**config.mk**
```make
export PLATFORM = sky130hd
export DESIGN_NAME = vx_fpu_csr_bank
export DESIGN_NICKNAME = d
export VERILOG_FILES = /design/src/rtl/vx_fpu_csr_bank.sv
export SDC_FILE = /design/constraint.sdc
export NUM_CORES = 1
export LEC_CHECK = 0
export ABC_AREA = 1
export BUFFER_PORTS_ARGS = -buffer_cell sky130_fd_sc_hd__buf_2
export CAP_MARGIN = 0
export CORE_ASPECT_RATIO = 2
export CORE_MARGIN = 5
export CORE_UTILIZATION = 54
export CTS_CLUSTER_DIAMETER = 60
export DETAILED_ROUTE_END_ITERATION = 8
export PLACE_DENSITY = 0.82
export SETUP_SLACK_MARGIN = 0.1
export SLEW_MARGIN = 20
export SYNTH_ARGS = -nofsm -noshare
export SYNTH_HDL_FRONTEND = slang
export SYNTH_SLANG_ARGS = --single-unit
```
**constraint.sdc**
```tcl
create_clock -name clk -period 3.6 [get_ports clk]
set_input_delay 0.9 -clock clk [delete_from_list [all_inputs] [get_ports clk]]
set_output_delay 0.9 -clock clk [all_outputs]
set_load 0.005 [all_outputs]
```
**src/rtl/vx_fpu_csr_bank.sv**
```systemverilog
// -----------------------------------------------------------------------------
// vx_fpu_csr_bank
//
// Per-warp floating-point CSR storage (fflags, frm, fcsr) sitting on the CSR
// side of the FPU-to-CSR link. NUM_PORTS FPU channels may post sticky
// exception flags every cycle and read their warp's rounding mode
// combinationally. The core's CSR unit reaches the same registers through a
// one-deep, back-pressured request/response port.
//
// Ports:
//   clk, reset        clock, synchronous active-high reset
//   fpu_write_*       per-channel flag posts (enable, warp id, flags)
//   fpu_read_wid/frm  per-channel rounding-mode lookup (combinational)
//   csr_req_*         CSR request: valid/ready, write, wid, addr, data
//   csr_rsp_*         CSR response: valid/ready, data (old CSR value)
//
// Handshake: a request transfers on a cycle with csr_req_valid & csr_req_ready;
// a response transfers on a cycle with csr_rsp_valid & csr_rsp_ready. The
// response register is the only buffer, so a new request is taken only when
// that register is empty or being drained in the same cycle. Once raised,
// csr_rsp_valid and csr_rsp_data hold until the response transfers.
// -----------------------------------------------------------------------------
module vx_fpu_csr_bank #(
    parameter int NUM_WARPS   = 4,
    parameter int NUM_PORTS   = 2,
    parameter int NW_BITS     = (NUM_WARPS > 1) ? $clog2(NUM_WARPS) : 1,
    parameter int FFLAGS_BITS = 5,
    parameter int FRM_BITS    = 3
) (
    input  logic                             clk,
    input  logic                             reset,
    input  logic [NUM_PORTS-1:0]             fpu_write_enable,
    input  logic [NUM_PORTS*NW_BITS-1:0]     fpu_write_wid,
    input  logic [NUM_PORTS*FFLAGS_BITS-1:0] fpu_write_fflags,
    input  logic [NUM_PORTS*NW_BITS-1:0]     fpu_read_wid,
    output logic [NUM_PORTS*FRM_BITS-1:0]    fpu_read_frm,
    input  logic                             csr_req_valid,
    output logic                             csr_req_ready,
    input  logic                             csr_req_write,
    input  logic [NW_BITS-1:0]               csr_req_wid,
    input  logic [11:0]                      csr_req_addr,
    input  logic [31:0]                      csr_req_data,
    output logic                             csr_rsp_valid,
    input  logic                             csr_rsp_ready,
    output logic [31:0]                      csr_rsp_data
);

    localparam logic [11:0] ADDR_FFLAGS = 12'h001;
    localparam logic [11:0] ADDR_FRM    = 12'h002;
    localparam logic [11:0] ADDR_FCSR   = 12'h003;

    logic [FFLAGS_BITS-1:0] fflags     [NUM_WARPS];
    logic [FRM_BITS-1:0]    frm        [NUM_WARPS];
    logic [FFLAGS_BITS-1:0] fflags_nxt [NUM_WARPS];
    logic [FRM_BITS-1:0]    frm_nxt    [NUM_WARPS];
    logic [FFLAGS_BITS-1:0] merge      [NUM_WARPS];

    logic        req_fire;
    logic        hit_fflags;
    logic        hit_frm;
    logic        hit_fcsr;
    logic [31:0] rd_data;

    // Upper write-data bits have no destination in these CSRs.
    logic unused_data;
    assign unused_data = ^csr_req_data[31:FFLAGS_BITS+FRM_BITS];

    assign csr_req_ready = !csr_rsp_valid || csr_rsp_ready;
    assign req_fire      = csr_req_valid && csr_req_ready;

    assign hit_fflags = (csr_req_addr == ADDR_FFLAGS);
    assign hit_frm    = (csr_req_addr == ADDR_FRM);
    assign hit_fcsr   = (csr_req_addr == ADDR_FCSR);

    // OR together every channel's post per warp so no flag is lost when
    // several channels hit the same warp in one cycle.
    always_comb begin
        for (int w = 0; w < NUM_WARPS; w++) begin
            merge[w] = '0;
            for (int p = 0; p < NUM_PORTS; p++) begin
                if (fpu_write_enable[p]
                    && (fpu_write_wid[p*NW_BITS +: NW_BITS] == NW_BITS'(w))) begin
                    merge[w] = merge[w] | fpu_write_fflags[p*FFLAGS_BITS +: FFLAGS_BITS];
                end
            end
        end
    end

    // Next-state: a CSR write replaces the stored flags, but the same-cycle
    // FPU merge is still OR-ed in so a software clear never hides a new
    // exception.
    always_comb begin
        for (int w = 0; w < NUM_WARPS; w++) begin
            fflags_nxt[w] = fflags[w] | merge[w];
            frm_nxt[w]    = frm[w];
            if (req_fire && csr_req_write && (csr_req_wid == NW_BITS'(w))) begin
                if (hit_fflags || hit_fcsr) begin
                    fflags_nxt[w] = csr_req_data[FFLAGS_BITS-1:0] | merge[w];
                end
                if (hit_frm) begin
                    frm_nxt[w] = csr_req_data[FRM_BITS-1:0];
                end
                if (hit_fcsr) begin
                    frm_nxt[w] = csr_req_data[FFLAGS_BITS +: FRM_BITS];
                end
            end
        end
    end

    // Response carries the value before this cycle's update; unknown
    // addresses read as zero.
    always_comb begin
        rd_data = '0;
        if (hit_fflags) begin
            rd_data[FFLAGS_BITS-1:0] = fflags[csr_req_wid];
        end else if (hit_frm) begin
            rd_data[FRM_BITS-1:0] = frm[csr_req_wid];
        end else if (hit_fcsr) begin
            rd_data[FRM_BITS+FFLAGS_BITS-1:0] = {frm[csr_req_wid], fflags[csr_req_wid]};
        end
    end

    always_comb begin
        fpu_read_frm = '0;
        for (int p = 0; p < NUM_PORTS; p++) begin
            fpu_read_frm[p*FRM_BITS +: FRM_BITS] = frm[fpu_read_wid[p*NW_BITS +: NW_BITS]];
        end
    end

    always_ff @(posedge clk) begin
        if (reset) begin
            for (int w = 0; w < NUM_WARPS; w++) begin
                fflags[w] <= '0;
                frm[w]    <= '0;
            end
            csr_rsp_valid <= 1'b0;
            csr_rsp_data  <= '0;
        end else begin
            for (int w = 0; w < NUM_WARPS; w++) begin
                fflags[w] <= fflags_nxt[w];
                frm[w]    <= frm_nxt[w];
            end
            if (req_fire) begin
                csr_rsp_valid <= 1'b1;
                csr_rsp_data  <= rd_data;
            end else if (csr_rsp_ready) begin
                csr_rsp_valid <= 1'b0;
            end
        end
    end

endmodule

```
# Word-level counts from Yosys, hierarchy flattened
# Memory sizes are Yosys's and may differ from the RTL's.
# Cells that the tools add are included.
# totals
ff_bits	9
latchBits	0
ram_bits	32
romBits	0
input_bits	71
output_inout_bits	40
elab_cells	115
n_memories	2
# op_classes
n_addsub	0
n_mul	0
div	0
order_cmp	0
n_eq_ne	20
shift	0
mux	46
bitwise	20
n_reduce_logical	25
# memory_table
name	words	width	rd	rd_ports_with_merged_regs	write_ports	line	source
fflags	4	5	5	0	4	52	logic [FFLAGS_BITS-1:0] fflags [NUM_WARPS];
frm	4	3	3	0	4	53	logic [FRM_BITS-1:0] frm [NUM_WARPS];
# op_table
operator	count
$mux W5	22
$or A5 B5 Y5	12
$mux W3	18
$eq A12 B2 Y1 const B	2
$logic_and A1 B1 Y1	14
$eq A12 B1 Y1 const B	1
$eq A2 B2 Y1 const B	6
$ne A3 B3 Y1 const B	4
$reduce_and A3 Y1	4
$mux W8	1
$or A1 B1 Y1	8
$eq A2 B1 Y1 const B	3
$logic_not A2 Y1	3
$mux W1	5
$ne A1 B1 Y1 const B	4
$logic_or A1 B1 Y1	2
$reduce_bool A2 Y1	1
$logic_not A1 Y1	1

# Depth between registers and ports, before layout
# Gate-level depths: netlist (run 1).
# depth
depth_word	9
depth_mapped	9
ltp_nobuf	9

# Least setup slack after synthesis (run 1)
# Ideal clock, no wire load.
# synth_path
kind	input -> output
start	input port fpu_read_wid[0]
end	output port fpu_read_frm[0]
t_arrival_ps	1217
required_ps	2700
setup_slack_ps	1483
cell_stages	3
path_buffers	0
path_cell_list	inv_1 -> nor2_1 -> o22ai_1
# synth_between
elab_chain_len	1
# synth_rtl
item	line	source
start, declared	35	input logic [NUM_PORTS*NW_BITS-1:0] fpu_read_wid,
$mem_v2 Z4 W3	-	
end, declared	36	output logic [NUM_PORTS*FRM_BITS-1:0] fpu_read_frm,
# Every way passes these cells.

# Worst setup path in the final report (run 1)
# layout_path
start	input port fpu_read_wid[2]
end	output port fpu_read_frm[4]
# Same word-level chain as after synthesis.

==> results of run 1 <==
## kinds of logic (layout without fill, tap and decap cells)
| kind of cell | after synthesis | count (layout) | synth area share, % |
|---|---|---|---|
| flip-flops | 41 | 41 | 31.2 |
| AO/OA/AOI/OAI | 65 | 65 | 11.5 |
| other | 1 | 24 | 0.124 |
| buffers and inverters | 112 | 148 | 17.8 |
| AND/OR/NAND/NOR | 246 | 246 | 39.3 |
## Yosys cell counts
library cell / number / area, µm²
nor2_8: 2 / 40.0
clkbuf_1: 3 / 11.3
o21ai_2: 3 / 26.3
o21ai_0: 31 / 155
a21oi_1: 24 / 120
nand4_2: 1 / 12.5
nor2_4: 4 / 45.0
buf_4: 25 / 188
nand3_2: 7 / 70.1
or2_4: 1 / 8.76
nand2_4: 1 / 11.3
edfxtp_1: 12 / 360
dfxtp_1: 29 / 581
nand3_1: 22 / 110
o22ai_1: 6 / 37.5
conb_1: 1 / 3.75
nand3_4: 3 / 52.6
nand2_1: 118 / 443
nand2_2: 3 / 18.8
nand4_1: 22 / 138
nor2_1: 60 / 225
inv_1: 73 / 274
buf_2: 5 / 25.0
nor3_1: 2 / 10.0
buf_6: 2 / 22.5
a21oi_2: 1 / 8.76
inv_2: 4 / 15.0
## state kept, by name (all words and copies together), names as in the netlist
| name | cells |
|---|---|
| csr_rsp_data | 8 |
| fflags | 20 |
| frm | 12 |
| csr_rsp_valid | 1 |
## cells in the final DEF, fill, tap and decap left out, drive strengths merged, types with 23 or more instances in the layout
master | synthesis | routed
a21oi | 25 | 25
buf | 32 | 63
conb | 1 | 24
dfxtp | 29 | 29
inv | 77 | 77
nand2 | 122 | 122
nand3 | 32 | 32
nand4 | 23 | 23
nor2 | 66 | 66
o21ai | 34 | 34
## metal layers
layer,vias up,share of wire (%),track usage [%]
li1,1547,-,-
met1,1387,31,18.5
met2,133,54,43.9
met3,41,6.3,4.27
met4,0,8.1,19.5
met5,-,0,0
## critical path: cells and delay by family
family	cells	cell delay, ns
buffers and inverters	3	0.37
AO/OA/AOI/OAI	2	0.27
## power by group through the flow
stage	clock [W]	combinational, W	sequential, W
2_1_floorplan	0	0.000139	0.000517
3_3_place_gp	0	0.000186	0.000520
3_5_place_dp	0	0.000192	0.000521
4_1_cts	0.000373	0.000193	0.000510
5_1_grt	0.000393	0.000220	0.000513
6_report	0.000370	0.000195	0.000511
## final cells by class
| cell class | count | share of cell area [%] |
|---|---|---|
| Timing Repair Buffer | 63 | 9.47 |
| Multi-Input combinational cell | 335 | 48.4 |
| Clock inverter | 3 | 1.23 |
| Tap cell | 60 | 2.24 |
| Clock buffer | 5 | 2.05 |
| Inverter | 77 | 8.61 |
| Sequential cell | 41 | 28.0 |
## worst min path at each step
stage                          startpoint              end  slack, ns  depth (start not counted)
after global placement       fflags[1][0]     fflags[1][0]       0.52                          4
after detailed placement  csr_rsp_data[3]  csr_rsp_data[3]       0.52                          2
after CTS                    fflags[3][3]     fflags[3][3]       0.54                          4
after floorplan              fflags[0][0]     fflags[0][0]       0.51                          4
final                        fflags[3][3]     fflags[3][3]       0.54                          4
after global routing         fflags[0][1]     fflags[0][1]       0.57                          4
## per-stage QoR
step	total power [W]	area (µm²)	hold WS, ns	util [%]	cells
floorplan	0.000656	3100	0.507	-	488
global placement	0.000706	3250	0.520	59.9	576
detailed placement	0.000712	3250	0.524	59.9	576
CTS	0.00108	3360	0.544	61.9	584
global route	0.00113	3360	0.569	61.9	584
finish	0.00108	3360	0.543	61.9	584
==> load_flow_metrics.sql, run 1 <==
INSERT INTO impl_metrics (metric_group, metric, value, unit) VALUES
('run_status', 'status', 'complete, no violations', ''),
('synth', 'yosys.cell_types.count', '27', ''),
('critical_path', 'r2r_cells', '5', ''),
('critical_path', 'worstSetupStartpoint', 'fpu_read_wid[2]', ''),
('placement', 'placement.setup.worst_slack', '1.08', 'ns'),
('die', 'io-pin-count', '111', ''),
('hold_path', 'path_category_of_the_worst_min_delay_check', 'flop to flop', ''),
('timing', 'timing.final.ws_setup', '1.15', 'ns'),
('detailed_routing', 'antenna_violating_nets_post_route', '0', ''),
('final_layout', 'finalNetCount', '594', ''),
('final_layout', 'antenna_cells', '0', ''),
('critical_path', 'timing.rr.start', 'csr_rsp_valid', ''),
('critical_path', 'crit-reg2reg-capture', 'csr_rsp_data[6]', ''),
('synth', 'synth_warnings', '0', ''),
('detailed_routing', 'avgRoutedWirePerCell', '13.8', 'µm'),
('timing', 'fin_setup_tns', '0', 'ns'),
('cts', 'cts-resized-gates', '0', ''),
('placement', 'portBuffers', '62', ''),
('die', 'dieHeight', '116', 'µm'),
('critical_path', 'criticalPathCategory', 'input port to primary output', ''),
('power', 'seq_power_share', '47.5', '%'),
('global_routing', 'grt_pass1_wl', '13000', 'µm'),
('critical_path', 'cp_max_fo', '7', ''),
('synth', 'syn_avg_cell_area', '6.48', 'µm²'),
('synth', 'synth.ff_latch_count', '41', ''),
('timing', 'finalHoldViolations', '0', ''),
('detailed_routing', 'avgViaCountPerCell', '5.32', ''),
('final_layout', 'regArea', '941', 'µm²'),
('cts', 'post-cts-setup-buffers', '0', ''),
('synth', 'syn_inst', '465', ''),
('global_routing', 'first_global_vias', '2994', ''),
('power', 'worst_ir_drop_vdd', '0.312', 'mV'),
('final_layout', 'drive_gt1_share', '19.1', '%'),
('timing', 'clock_skew', '0.00537', 'ns'),
('timing', 'post-route-period-util', '67.9', '%'),
('placement', 'gp_routability_congestion', '0.960', ''),
('critical_path', 'worst_path_max_delay_cell', 'o21ai_0', ''),
('power', 'switching_share', '28.6', '%'),
('critical_path', 'timing.critical_path.to_type', 'primary output', ''),
('cts', 'clock_tree.root_cell', 'clkbuf_8', ''),
('global_routing', 'grtUsageTotal', '22.6', '%'),
('detailed_routing', 'drc_errors_left', '0', ''),
('critical_path', 'timing.critical_path.slowest_cell_delay', '0.18', 'ns'),
('global_routing', 'grt_max_degree', '34', ''),
('critical_path', 'startpoint_type', 'input port', ''),
('global_routing', 'initial_antenna_violation_count', '0', ''),
('power', 'p_comb_share', '18.1', '%'),
('timing', 'slew-limit-headroom', '59.5', '%'),
('power', 'power.density', '320', 'nW/µm²'),
('synth', 'yosysSeqAreaShare', '31.2', '%'),
('cts', 'clock_latency_at_the_later_pin_of_the_worst_skew_pair', '0.31', 'ns'),
('power', 'clock_power_share', '34.4', '%'),
('detailed_routing', 'violation_count_after_the_first_detailed_routing_iteration', '161', ''),
('cts', 'cts-root-to-sink-buffers', '2', ''),
('timing', 'worst-slew-pin-transition', '0.608', 'ns'),
('cts', 'clock_tree_from_tritoncts', 'yes', ''),
('detailed_routing', 'detailedRoute.firstPassIterationCount', '5', ''),
('placement', 'dp_hpwl', '6440', 'µm'),
('synth', 'netlist_area', '3010', 'µm²'),
('cts', 'cts-hold-fix-buffers', '0', ''),
('die', 'coreArea', '5420', 'µm²'),
('critical_path', 'critPathRequiredTime', '2.70', 'ns'),
('cts', 'cts.reportedPaths.clkPinSlew', '0.08', 'ns'),
('critical_path', 'critical_path.cell_chain', 'buf_2 > inv_1 > o21ai_0 > o22ai_1 > buf_2', ''),
('die', 'die_w', '62.8', 'µm'),
('die', 'fp.dieArea', '7260', 'µm²'),
('timing', 'rsz0062_at_grt', 'false', ''),
('critical_path', 'crit_path_frequent_cell', 'buf_2', ''),
('final_layout', 'synthToLayoutAreaGrowth', '11.4', '%'),
('detailed_routing', 'vias', '3108', ''),
('power', 'net-switching-power', '0.000307', 'W');
Power figures use the tool's default switching activity.
==> run 2, diff against run 1 <==
Settings changed: CORE_UTILIZATION 54 to 45, PLACE_DENSITY 0.82 to 0.73.
Clock period 3.6 ns to 2.05 ns, I/O delays scaled along.
==> run 2 against run 1 <==
  * Hold slack worse by 0.010 ns
  * Count of clock-buffer cells in the layout up 3
  * Register-to-register slack worse by 1.5 ns
  * Clock skew down 0.0037 ns
  * Combinational power up 80%
  * Design area up 3.8%
  * Cell count up 5.5%
  * Global-route usage down 1.5 points
  * Worst setup slack worse by 0.79 ns
  * Critical path depth unchanged
  * Critical endpoint is now fpu_read_frm[2]
  * Highest routed layer unchanged
==> load_flow_metrics.sql, run 2 (synthesis results as in run 1) <==
INSERT INTO impl_metrics (metric_group, metric, value, unit) VALUES
('final_layout', 'largestRegisters', 'fflags: 20 flops, frm: 12 flops, csr_rsp_data: 8 flops', ''),
('placement', 'dp_hpwl', '6920', 'µm'),
('global_routing', 'initial_antenna_violation_count', '0', ''),
('critical_path', 'critPathRequiredTime', '1.54', 'ns'),
('timing', 'fin_setup_tns', '0', 'ns'),
('cts', 'cts-hold-fix-buffers', '0', ''),
('die', 'starting_utilization_of_the_core_area', '45.9', '%'),
('cts', 'clock_tree.root_cell', 'clkbuf_16', ''),
('cts', 'clock_latency_at_the_later_pin_of_the_worst_skew_pair', '0.28', 'ns'),
('power', 'post-layout-total-power', '0.00204', 'W'),
('die', 'io-pin-count', '111', ''),
('detailed_routing', 'avgRoutedWirePerCell', '13.7', 'µm'),
('job', 'cap_viol_max_count', '0', ''),
('timing', 'final_max_slew_viol_count', '0', ''),
('critical_path', 'cp_max_fo', '7', ''),
('critical_path', 'startpoint_type', 'input port', ''),
('detailed_routing', 'avgViaCountPerCell', '5.01', ''),
('detailed_routing', 'met3_wirelength', '465', 'µm'),
('cts', 'clock_sinks', '41', ''),
('detailed_routing', 'drc_errors_left', '0', ''),
('timing', 'timing.final.setup_violations', '0', ''),
('run_status', 'status', 'complete, no violations', ''),
('final_layout', 'final_common_cell', 'nand2_1', ''),
('cts', 'clock_tree_from_tritoncts', 'yes', ''),
('detailed_routing', 'routed-wl-met2', '4690', 'µm'),
('detailed_routing', 'violation_count_after_the_first_detailed_routing_iteration', '168', ''),
('placement', 'gp_routability_congestion', '0.923', ''),
('detailed_routing', 'detailedRoute.firstPassIterationCount', '4', ''),
('cts', 'cts-resized-gates', '0', ''),
('global_routing', 'globalRouteOverflowTotal', '0', ''),
('detailed_routing', 'drt_wl_total', '8460', 'µm'),
('global_routing', 'grt_max_degree', '27', ''),
('die', 'fp.dieArea', '8530', 'µm²'),
('detailed_routing', 'route.top_layer_used', 'met4', ''),
('timing', 'rsz0062_at_grt', 'false', ''),
('die', 'dieHeight', '126', 'µm'),
('detailed_routing', 'antenna_violating_nets_post_route', '0', ''),
('final_layout', 'synthToLayoutAreaGrowth', '15.6', '%'),
('timing', 'slew-limit-headroom', '64.4', '%'),
('timing', 'finalHoldViolations', '0', ''),
('detailed_routing', 'm1WireLength', '2520', 'µm'),
('timing', 'timing.final.ws_setup', '0.369', 'ns'),
('power', 'worst_ir_drop_vdd', '0.288', 'mV'),
('final_layout', 'mostFrequentLayoutCells', 'nand2_1 (118), inv_1 (73), buf_2 (62)', ''),
('final_layout', 'antenna_cells', '0', ''),
('timing', 'post-route-period-util', '82.0', '%'),
('die', 'rows', '42', ''),
('final_layout', 'largest_register_ff_count', '20', ''),
('die', 'die_w', '67.9', 'µm'),
('placement', 'portBuffers', '62', ''),
('power', 'power.density', '585', 'nW/µm²'),
('global_routing', 'grt_pass1_wl', '13800', 'µm'),
('hold_path', 'path_category_of_the_worst_min_delay_check', 'input port to flop', ''),
('critical_path', 'critPathArrivalTime', '1.17', 'ns'),
('cts', 'cts-root-to-sink-buffers', '2', ''),
('final_layout', 'finalNetCount', '598', ''),
('detailed_routing', 'vias', '3088', ''),
('placement', 'placement.setup.worst_slack', '0.176', 'ns'),
('cts', 'numCtsBuffers', '5', ''),
('timing', 'clock_skew', '0.00164', 'ns'),
('global_routing', 'first_global_vias', '3195', ''),
('die', 'coreArea', '6570', 'µm²'),
('cts', 'htree_num_levels', '2', ''),
('timing', 'finalCriticalPeriod', '1.68', 'ns'),
('critical_path', 'criticalPathCategory', 'input port to primary output', ''),
('power', 'p_leak', '1.72', 'nW'),
('final_layout', 'drive_gt1_share', '19.5', '%'),
('critical_path', 'timing.critical_path.to_type', 'primary output', ''),
('cts', 'cts.reportedPaths.clkPinSlew', '0.06', 'ns'),
('global_routing', 'grtUsageTotal', '21.1', '%'),
('cts', 'post-cts-setup-buffers', '0', ''),
('timing', 'fmaxAchievable', '595', 'MHz'),
('timing', 'worst-slew-pin-transition', '0.530', 'ns'),
('final_layout', 'largest-register', 'fflags', '');
==> run 2: cell types whose count changed in the layout (fill, tap and decap cells not counted), sizes merged <==
cell,change
buf,+4
clkbuf,+3
bufinv,-1
clkinv,-1
clkinvlp,-1
==> run 2: layout make-up <==
| class | instances | area (µm²) |
|---|---|---|
| Multi-Input combinational cell | 335 | 1620 |
| Timing Repair Buffer | 67 | 373 |
| Clock buffer | 8 | 146 |
| Tap cell | 88 | 110 |
| Sequential cell | 41 | 941 |
| Fill cell | 677 | 3090 |
| Inverter | 77 | 289 |
==> run 2: path summary, 6_finish.rpt <==
kind                        from         endpoint  slack [ns]  cells after the start
min          fpu_write_fflags[8]     fflags[3][3]        0.53                      3
min reg2reg         fflags[0][4]     fflags[0][4]        0.54                      4
max              fpu_read_wid[0]  fpu_read_frm[2]        0.37                      5
max reg2reg        csr_rsp_valid     fflags[2][0]        0.64                      8
==> run 2: where the power goes <==
part | internal, W | switching, W | total [W] | leakage (nW)
clock network | 0.000485 | 0.000304 | 0.000789 | 0.0712
logic | 0.000124 | 0.000227 | 0.000351 | 1.29
registers | 0.000874 | 0.0000236 | 0.000898 | 0.359
total | 0.00148 | 0.000554 | 0.00204 | 1.72
==> run 2: worst max-delay path, cell delays in order <==
cell and delay, ns:
buf_2 0.13, inv_1 0.10, o21ai_0 0.19, o22ai_1 0.10, buf_2 0.13
==> run 2: metal layers <==
layer  vias to the layer above  track usage, %
met5                         -               0
met4                         0            19.3
met3                        56            2.23
met2                       124            39.6
met1                      1356            17.4
li1                       1552               -
==> run 2: stage by stage <==
stage | cell area [µm²] | std cells | hold slack, ns | utilization (%)
detailed placement | 3340 | 608 | 0.531 | 50.8
floorplan | 3100 | 488 | 0.507 | -
global route | 3480 | 616 | 0.548 | 53.0
finish | 3480 | 616 | 0.533 | 53.0
global placement | 3340 | 608 | 0.516 | 50.8
CTS | 3480 | 616 | 0.534 | 53.0
